**config.mk**
```make
export PLATFORM = sky130hd
export DESIGN_NAME = rom_port_arbiter
export DESIGN_NICKNAME = d
export VERILOG_FILES = /design/src/rtl/rom_port_arbiter.sv
export SDC_FILE = /design/constraint.sdc
export NUM_CORES = 1
export LEC_CHECK = 0
export ABC_AREA = 1
export CAP_MARGIN = 20
export CORE_MARGIN = 2
export CORE_UTILIZATION = 34
export CTS_CLUSTER_SIZE = 28
export DETAILED_ROUTE_END_ITERATION = 8
export GPL_ROUTABILITY_DRIVEN = 0
export PLACE_DENSITY_LB_ADDON = 0.15
export RECOVER_POWER = 50
export SYNTH_ARGS = -nofsm -noshare
export SYNTH_HDL_FRONTEND = slang
export SYNTH_SLANG_ARGS = --single-unit
export TNS_END_PERCENT = 50
```
**constraint.sdc**
```tcl
create_clock -name clk_i -period 1.6 [get_ports clk_i]
set_input_delay 0.24 -clock clk_i [delete_from_list [all_inputs] [get_ports clk_i]]
set_output_delay 0.24 -clock clk_i [all_outputs]
set_load 0.02 [all_outputs]
```
**src/rtl/rom_port_arbiter.sv**
```systemverilog
// Shares one fixed-latency ROM read port between IFU and LSU, one read outstanding.
// Optional ROM_ARB_RR_EN: round-robin tie-break instead of fixed LSU-over-IFU priority.
module rom_port_arbiter #(
  parameter int ADDR_W = 32,
  parameter int DATA_W = 32,
  parameter int LAT    = 1
) (
  input  logic              clk_i,
  input  logic              rst_i,
  input  logic              ifu_req_valid_i,
  output logic              ifu_req_ready_o,
  input  logic [ADDR_W-1:0] ifu_addr_i,
  output logic              ifu_rsp_valid_o,
  input  logic              ifu_rsp_ready_i,
  output logic [DATA_W-1:0] ifu_rsp_data_o,
  output logic              ifu_rsp_err_o,
  input  logic              lsu_req_valid_i,
  output logic              lsu_req_ready_o,
  input  logic [ADDR_W-1:0] lsu_addr_i,
  output logic              lsu_rsp_valid_o,
  input  logic              lsu_rsp_ready_i,
  output logic [DATA_W-1:0] lsu_rsp_data_o,
  output logic              lsu_rsp_err_o,
  output logic              mem_req_o,
  output logic [ADDR_W-1:0] mem_addr_o,
  input  logic [DATA_W-1:0] mem_rdata_i
);

  typedef enum logic [1:0] {
    IDLE = 2'd0,
    WAIT = 2'd1,
    RESP = 2'd2
  } state_t;

  localparam logic [1:0] LAST_CNT = 2'(LAT - 1);

  state_t            state;
  logic              owner_lsu;
  logic [1:0]        cnt;
  logic [DATA_W-1:0] data_q;
  logic              err_q;
`ifdef ROM_ARB_RR_EN
  logic              last_ifu;
`endif

  logic              idle_act;
  logic              grant_lsu;
  logic              grant_ifu;
  logic              hs;
  logic              aligned;
  logic              rsp_ack;
  logic [ADDR_W-1:0] sel_addr;

  // Grants are gated by rst_i so nothing is offered while reset is held.
  always_comb begin
    idle_act  = rst_i && (state == IDLE);
`ifdef ROM_ARB_RR_EN
    grant_lsu = lsu_req_valid_i && (!ifu_req_valid_i || last_ifu);
`else
    grant_lsu = lsu_req_valid_i;
`endif
    grant_ifu = ifu_req_valid_i && !grant_lsu;
    hs        = idle_act && (grant_lsu || grant_ifu);
    sel_addr  = grant_lsu ? lsu_addr_i : ifu_addr_i;
    aligned   = (sel_addr[1:0] == 2'b00);
    rsp_ack   = owner_lsu ? lsu_rsp_ready_i : ifu_rsp_ready_i;
  end

  assign ifu_req_ready_o = idle_act && grant_ifu;
  assign lsu_req_ready_o = idle_act && grant_lsu;
  assign mem_req_o       = hs && aligned;
  assign mem_addr_o      = mem_req_o ? sel_addr : '0;

  assign ifu_rsp_valid_o = (state == RESP) && !owner_lsu;
  assign lsu_rsp_valid_o = (state == RESP) && owner_lsu;
  assign ifu_rsp_data_o  = ifu_rsp_valid_o ? data_q : '0;
  assign ifu_rsp_err_o   = ifu_rsp_valid_o && err_q;
  assign lsu_rsp_data_o  = lsu_rsp_valid_o ? data_q : '0;
  assign lsu_rsp_err_o   = lsu_rsp_valid_o && err_q;

  always_ff @(posedge clk_i or negedge rst_i) begin
    if (!rst_i) begin
      state     <= IDLE;
      owner_lsu <= 1'b0;
      cnt       <= 2'd0;
      data_q    <= '0;
      err_q     <= 1'b0;
`ifdef ROM_ARB_RR_EN
      last_ifu  <= 1'b1;
`endif
    end else begin
      case (state)
        IDLE: begin
          if (hs) begin
            owner_lsu <= grant_lsu;
`ifdef ROM_ARB_RR_EN
            last_ifu  <= grant_ifu;
`endif
            if (aligned) begin
              cnt   <= 2'd0;
              state <= WAIT;
            end else begin
              // Misaligned: answer immediately with an error, never touch the ROM.
              data_q <= '0;
              err_q  <= 1'b1;
              state  <= RESP;
            end
          end
        end
        WAIT: begin
          if (cnt == LAST_CNT) begin
            data_q <= mem_rdata_i;
            err_q  <= 1'b0;
            state  <= RESP;
          end else begin
            cnt <= cnt + 2'd1;
          end
        end
        RESP: begin
          if (rsp_ack) state <= IDLE;
        end
        default: state <= IDLE;
      endcase
    end
  end

endmodule

```
==> run_results.csv <==
group,metric,value,unit
power_and_ir_drop,vdd_drop_max,0.383,mV
synth,synth.avg_cell_area,6.57,µm²
power_and_ir_drop,p_seq_share,25.3,%
layout,fillCellCount,632,
run_status,violations,"setup timing",
power_and_ir_drop,swShare,43.0,%
sta,fmax,0.565,GHz
sta,clock-skew-final,4.46,ps
place,dp_hpwl,7.11,mm
critical_path,cpMaxStageDelayCell,"dfrtp_1",
sta,tightestPinTransition,787,ps
grt,grt_pass1_vias,3446,
critical_path,crit_type,"reg -> out",
layout,multi_input_area,1790,µm²
clocking,cts_root_buffer,"clkbuf_8",
routing,met1_length,3.82,mm
critical_path,cp-end-kind,"primary output",
critical_path,critPathMaxStageDelay,430,ps
routing,drt_first_pass_iters,4,
routing,drtIter0Drc,99,
routing,ant_nets,0,
clocking,h-tree-depth,2,
routing,wirelength,10.1,mm
synth,syn_inst,406,
layout,ff_latch_area,952,µm²
grt,grt-ovfl-total,0,
critical_path,start_kind,"flop",
sta,slew_headroom,47.5,%
synth,synthFlopType,"dfrtp_1",
synth,synth_compound_area_share,6.52,%
power_and_ir_drop,p_sw,2110,µW
layout,fin_cells,722,
synth,netlist_top_cells_count,"nand2_1 (115), nor2_1 (72), inv_1 (43), dfrtp_1 (38), nand3_1 (35)",
synth,synth_edf_count,0,
sta,period_share,111,%
floorplanning,num_rows,32,
synth,synthSimpleGateAreaFrac,42.8,%
floorplanning,core,7650,µm²
grt,grt_usage,23.0,%
synth,synth_seq_area_share,35.7,%
routing,dr_wl_met2,5.41,mm
grt,grt_max_degree,35,
run_status,outcome,"finished with violations",
routing,via_per_inst,4.66,
synth,synth_xor_area_share,0,%
synth,synth_mux_area_share,0,%
clocking,cts_buffer_depth,2,
clocking,cts_tree,"yes",
synth,syn_area,2670,µm²
synth,ys_seq_elements,38,
critical_path,crit_chain,"inv_1 -> nand2_2 -> nor2_4 -> inv_4 -> clkbuf_16 -> nor2_1 -> buf_4",
floorplanning,die_y,92.6,µm
critical_path,crit_family,"buffers and inverters",
grt,grt_antenna_before_repair,0,
synth,synth_area_leaders,"dfrtp_1 (36%), nand2_1 (16%), nor2_1 (10%)",
synth,synth_top_cell_area_share,35.7,%
layout,area_delta_synth_final,103,%
sta,report.final.slew_viol_count,0,
routing,maxUsedRoutingLayer,"met4",
sta,setup-violations-final,99,
synth,yosys.area.top_type,"dfrtp_1",
synth,ys.warnings.count,0,
layout,antenna_cells,0,
routing,route.met3.wl,680,µm
grt,grt_pass1_wl,16.0,mm
run,maxCapViolCount,0,
power_and_ir_drop,p_leak,0.00245,µW
synth,synth_adder_area_share,0.469,%
floorplanning,die_w,92.6,µm
synth,synth_top_family_by_area,"simple AND/OR/NAND/NOR gates",
sta,setup_ws,-168,ps
power_and_ir_drop,pwr-share-comb,57.9,%
routing,num_vias,3364,
sta,finalHoldViolations,0,
hold_path,hold_class,"reg -> reg",
critical_path,crit_arrival,1530,ps
floorplanning,initial_utilization,34.9,%
place,io_buffers,202,
clocking,cts_buffers,5,
layout,drive_gt1_share,41.9,%
floorplanning,die-area,8570,µm²
critical_path,crit_buf_inv,4,
floorplanning,ios,205,
critical_path,critPathMaxFanout,12,
layout,nNetsFinal,723,
sta,fin_setup_tns,-11770,ps
power_and_ir_drop,p_int,2800,µW
synth,async_flop_share,100,%
routing,route.detailed.drc,0,
power_and_ir_drop,pwr_density_cell,908,nW/µm²
synth,synth_most_common_cell,"nand2_1",
sta,rsz0062_at_grt,"yes",
clocking,cts_sinks,38,
clocking,clk_pin_slew,70,ps
power_and_ir_drop,power.share.clock,16.8,%
routing,routedWlPerCell,14.1,µm
sta,post-route-min-period,1770,ps
synth,yosysUniqueCellTypes,28,
place,dp_cells,707,
clocking,clk_latency,280,ps
critical_path,cp.required,1360,ps
-- cells by family after synthesis --
| group | Yosys count |
|---|---|
| AND/OR/NAND/NOR | 257 |
| buffers and inverters | 77 |
| flip-flops | 38 |
| AO/OA/AOI/OAI | 32 |
| adder cells (fa/ha/maj) | 1 |
| other | 1 |
-- final timing paths --
path / from / endpoint / slack (ps) / depth (start not counted)
setup / recovery: state[0]$_DFFE_PN0P_ / ifu_rsp_data_o[31] / -170 / 7
hold / removal: data_q[7]$_DFFE_PN0P_ / data_q[7]$_DFFE_PN0P_ / 470 / 2
setup reg to reg: state[0]$_DFFE_PN0P_ / state[1]$_DFFE_PN0P_ / 90 / 7
hold reg to reg: data_q[7]$_DFFE_PN0P_ / data_q[7]$_DFFE_PN0P_ / 470 / 2
max in group asynchronous: rst_i / state[1]$_DFFE_PN0P_ / 400 / 3
min in group asynchronous: rst_i / data_q[6]$_DFFE_PN0P_ / 650 / 3
-- metrics by stage --
step	total power, µW	util [%]	instance area [µm²]	setup slack (ps)	hold WS (ps)
after floorplan	2580	-	2670	-98.0	-55.6
after global placement	3530	63.5	4860	-855	239
after detailed placement	3570	63.5	4860	-894	239
after CTS	4530	65.4	5000	-160	240
after global routing	5220	70.7	5410	-249	496
final	4910	70.7	5410	-168	472
-- sequential cells by signal, summed over array words and instances, names as in the netlist --
name,count
err_q,1
state,2
data_q,32
owner_lsu,1
cnt,2
-- routing by layer --
layer	up-vias	GRT usage, %
met5	-	0
met4	0	7.71
met3	21	4.15
met2	147	43.1
met1	1543	26.2
li1	1653	-
-- final cells by class --
| class | count | area share, % |
|---|---|---|
| repair buffers | 230 | 41.1 |
| well taps | 102 | 2.36 |
| multi-input cells | 295 | 33.0 |
| clock inverters | 1 | 0.555 |
| clock buffers | 6 | 1.53 |
| flip-flops and latches | 38 | 17.6 |
| inverters | 50 | 3.79 |
-- power by group through the flow --
stage	Combinational, µW	Sequential [µW]	Clock, µW
3_3_place_gp	2290	1240	0
3_5_place_dp	2330	1250	0
5_1_grt	3060	1260	898
4_1_cts	2450	1230	855
6_report	2840	1240	825
2_1_floorplan	1350	1220	0
-- worst reg2reg max path: stages, from the launching register on --
cell	delay, ps
dfrtp_1	430
nor2_4	160
buf_4	150
inv_2	40
a21oi_4	180
nor2_8	80
nand2_8	240
nand2_1	110
-- cell usage in the layout (no fill, tap or decap), types with 2 or more instances in the layout --
cell / n
nor2_2: 33
conb_1: 2
inv_4: 2
nand2_2: 26
clkbuf_8: 6
nand4_1: 2
buf_12: 5
a21oi_2: 26
dfrtp_1: 37
inv_1: 42
inv_2: 4
a21oi_4: 5
nor2_4: 18
nor2_1: 24
dlygate4sd2_1: 2
nand2_1: 112
nand2_8: 6
clkbuf_1: 2
nand3_1: 34
buf_4: 73
clkdlybuf4s50_1: 97
buf_6: 47
-- repair_timing --
action | CTS | global route
gates resized for setup | 559 | 109
setup buffers | 1 | 2
endpoints found under the hold margin | 8 | 0
pin swaps | 3 | 5
cloned | 3 | 1
setup endpoints to repair | 103 | 100
hold buffers | 1 | 0
Power figures use the tool's default switching activity.
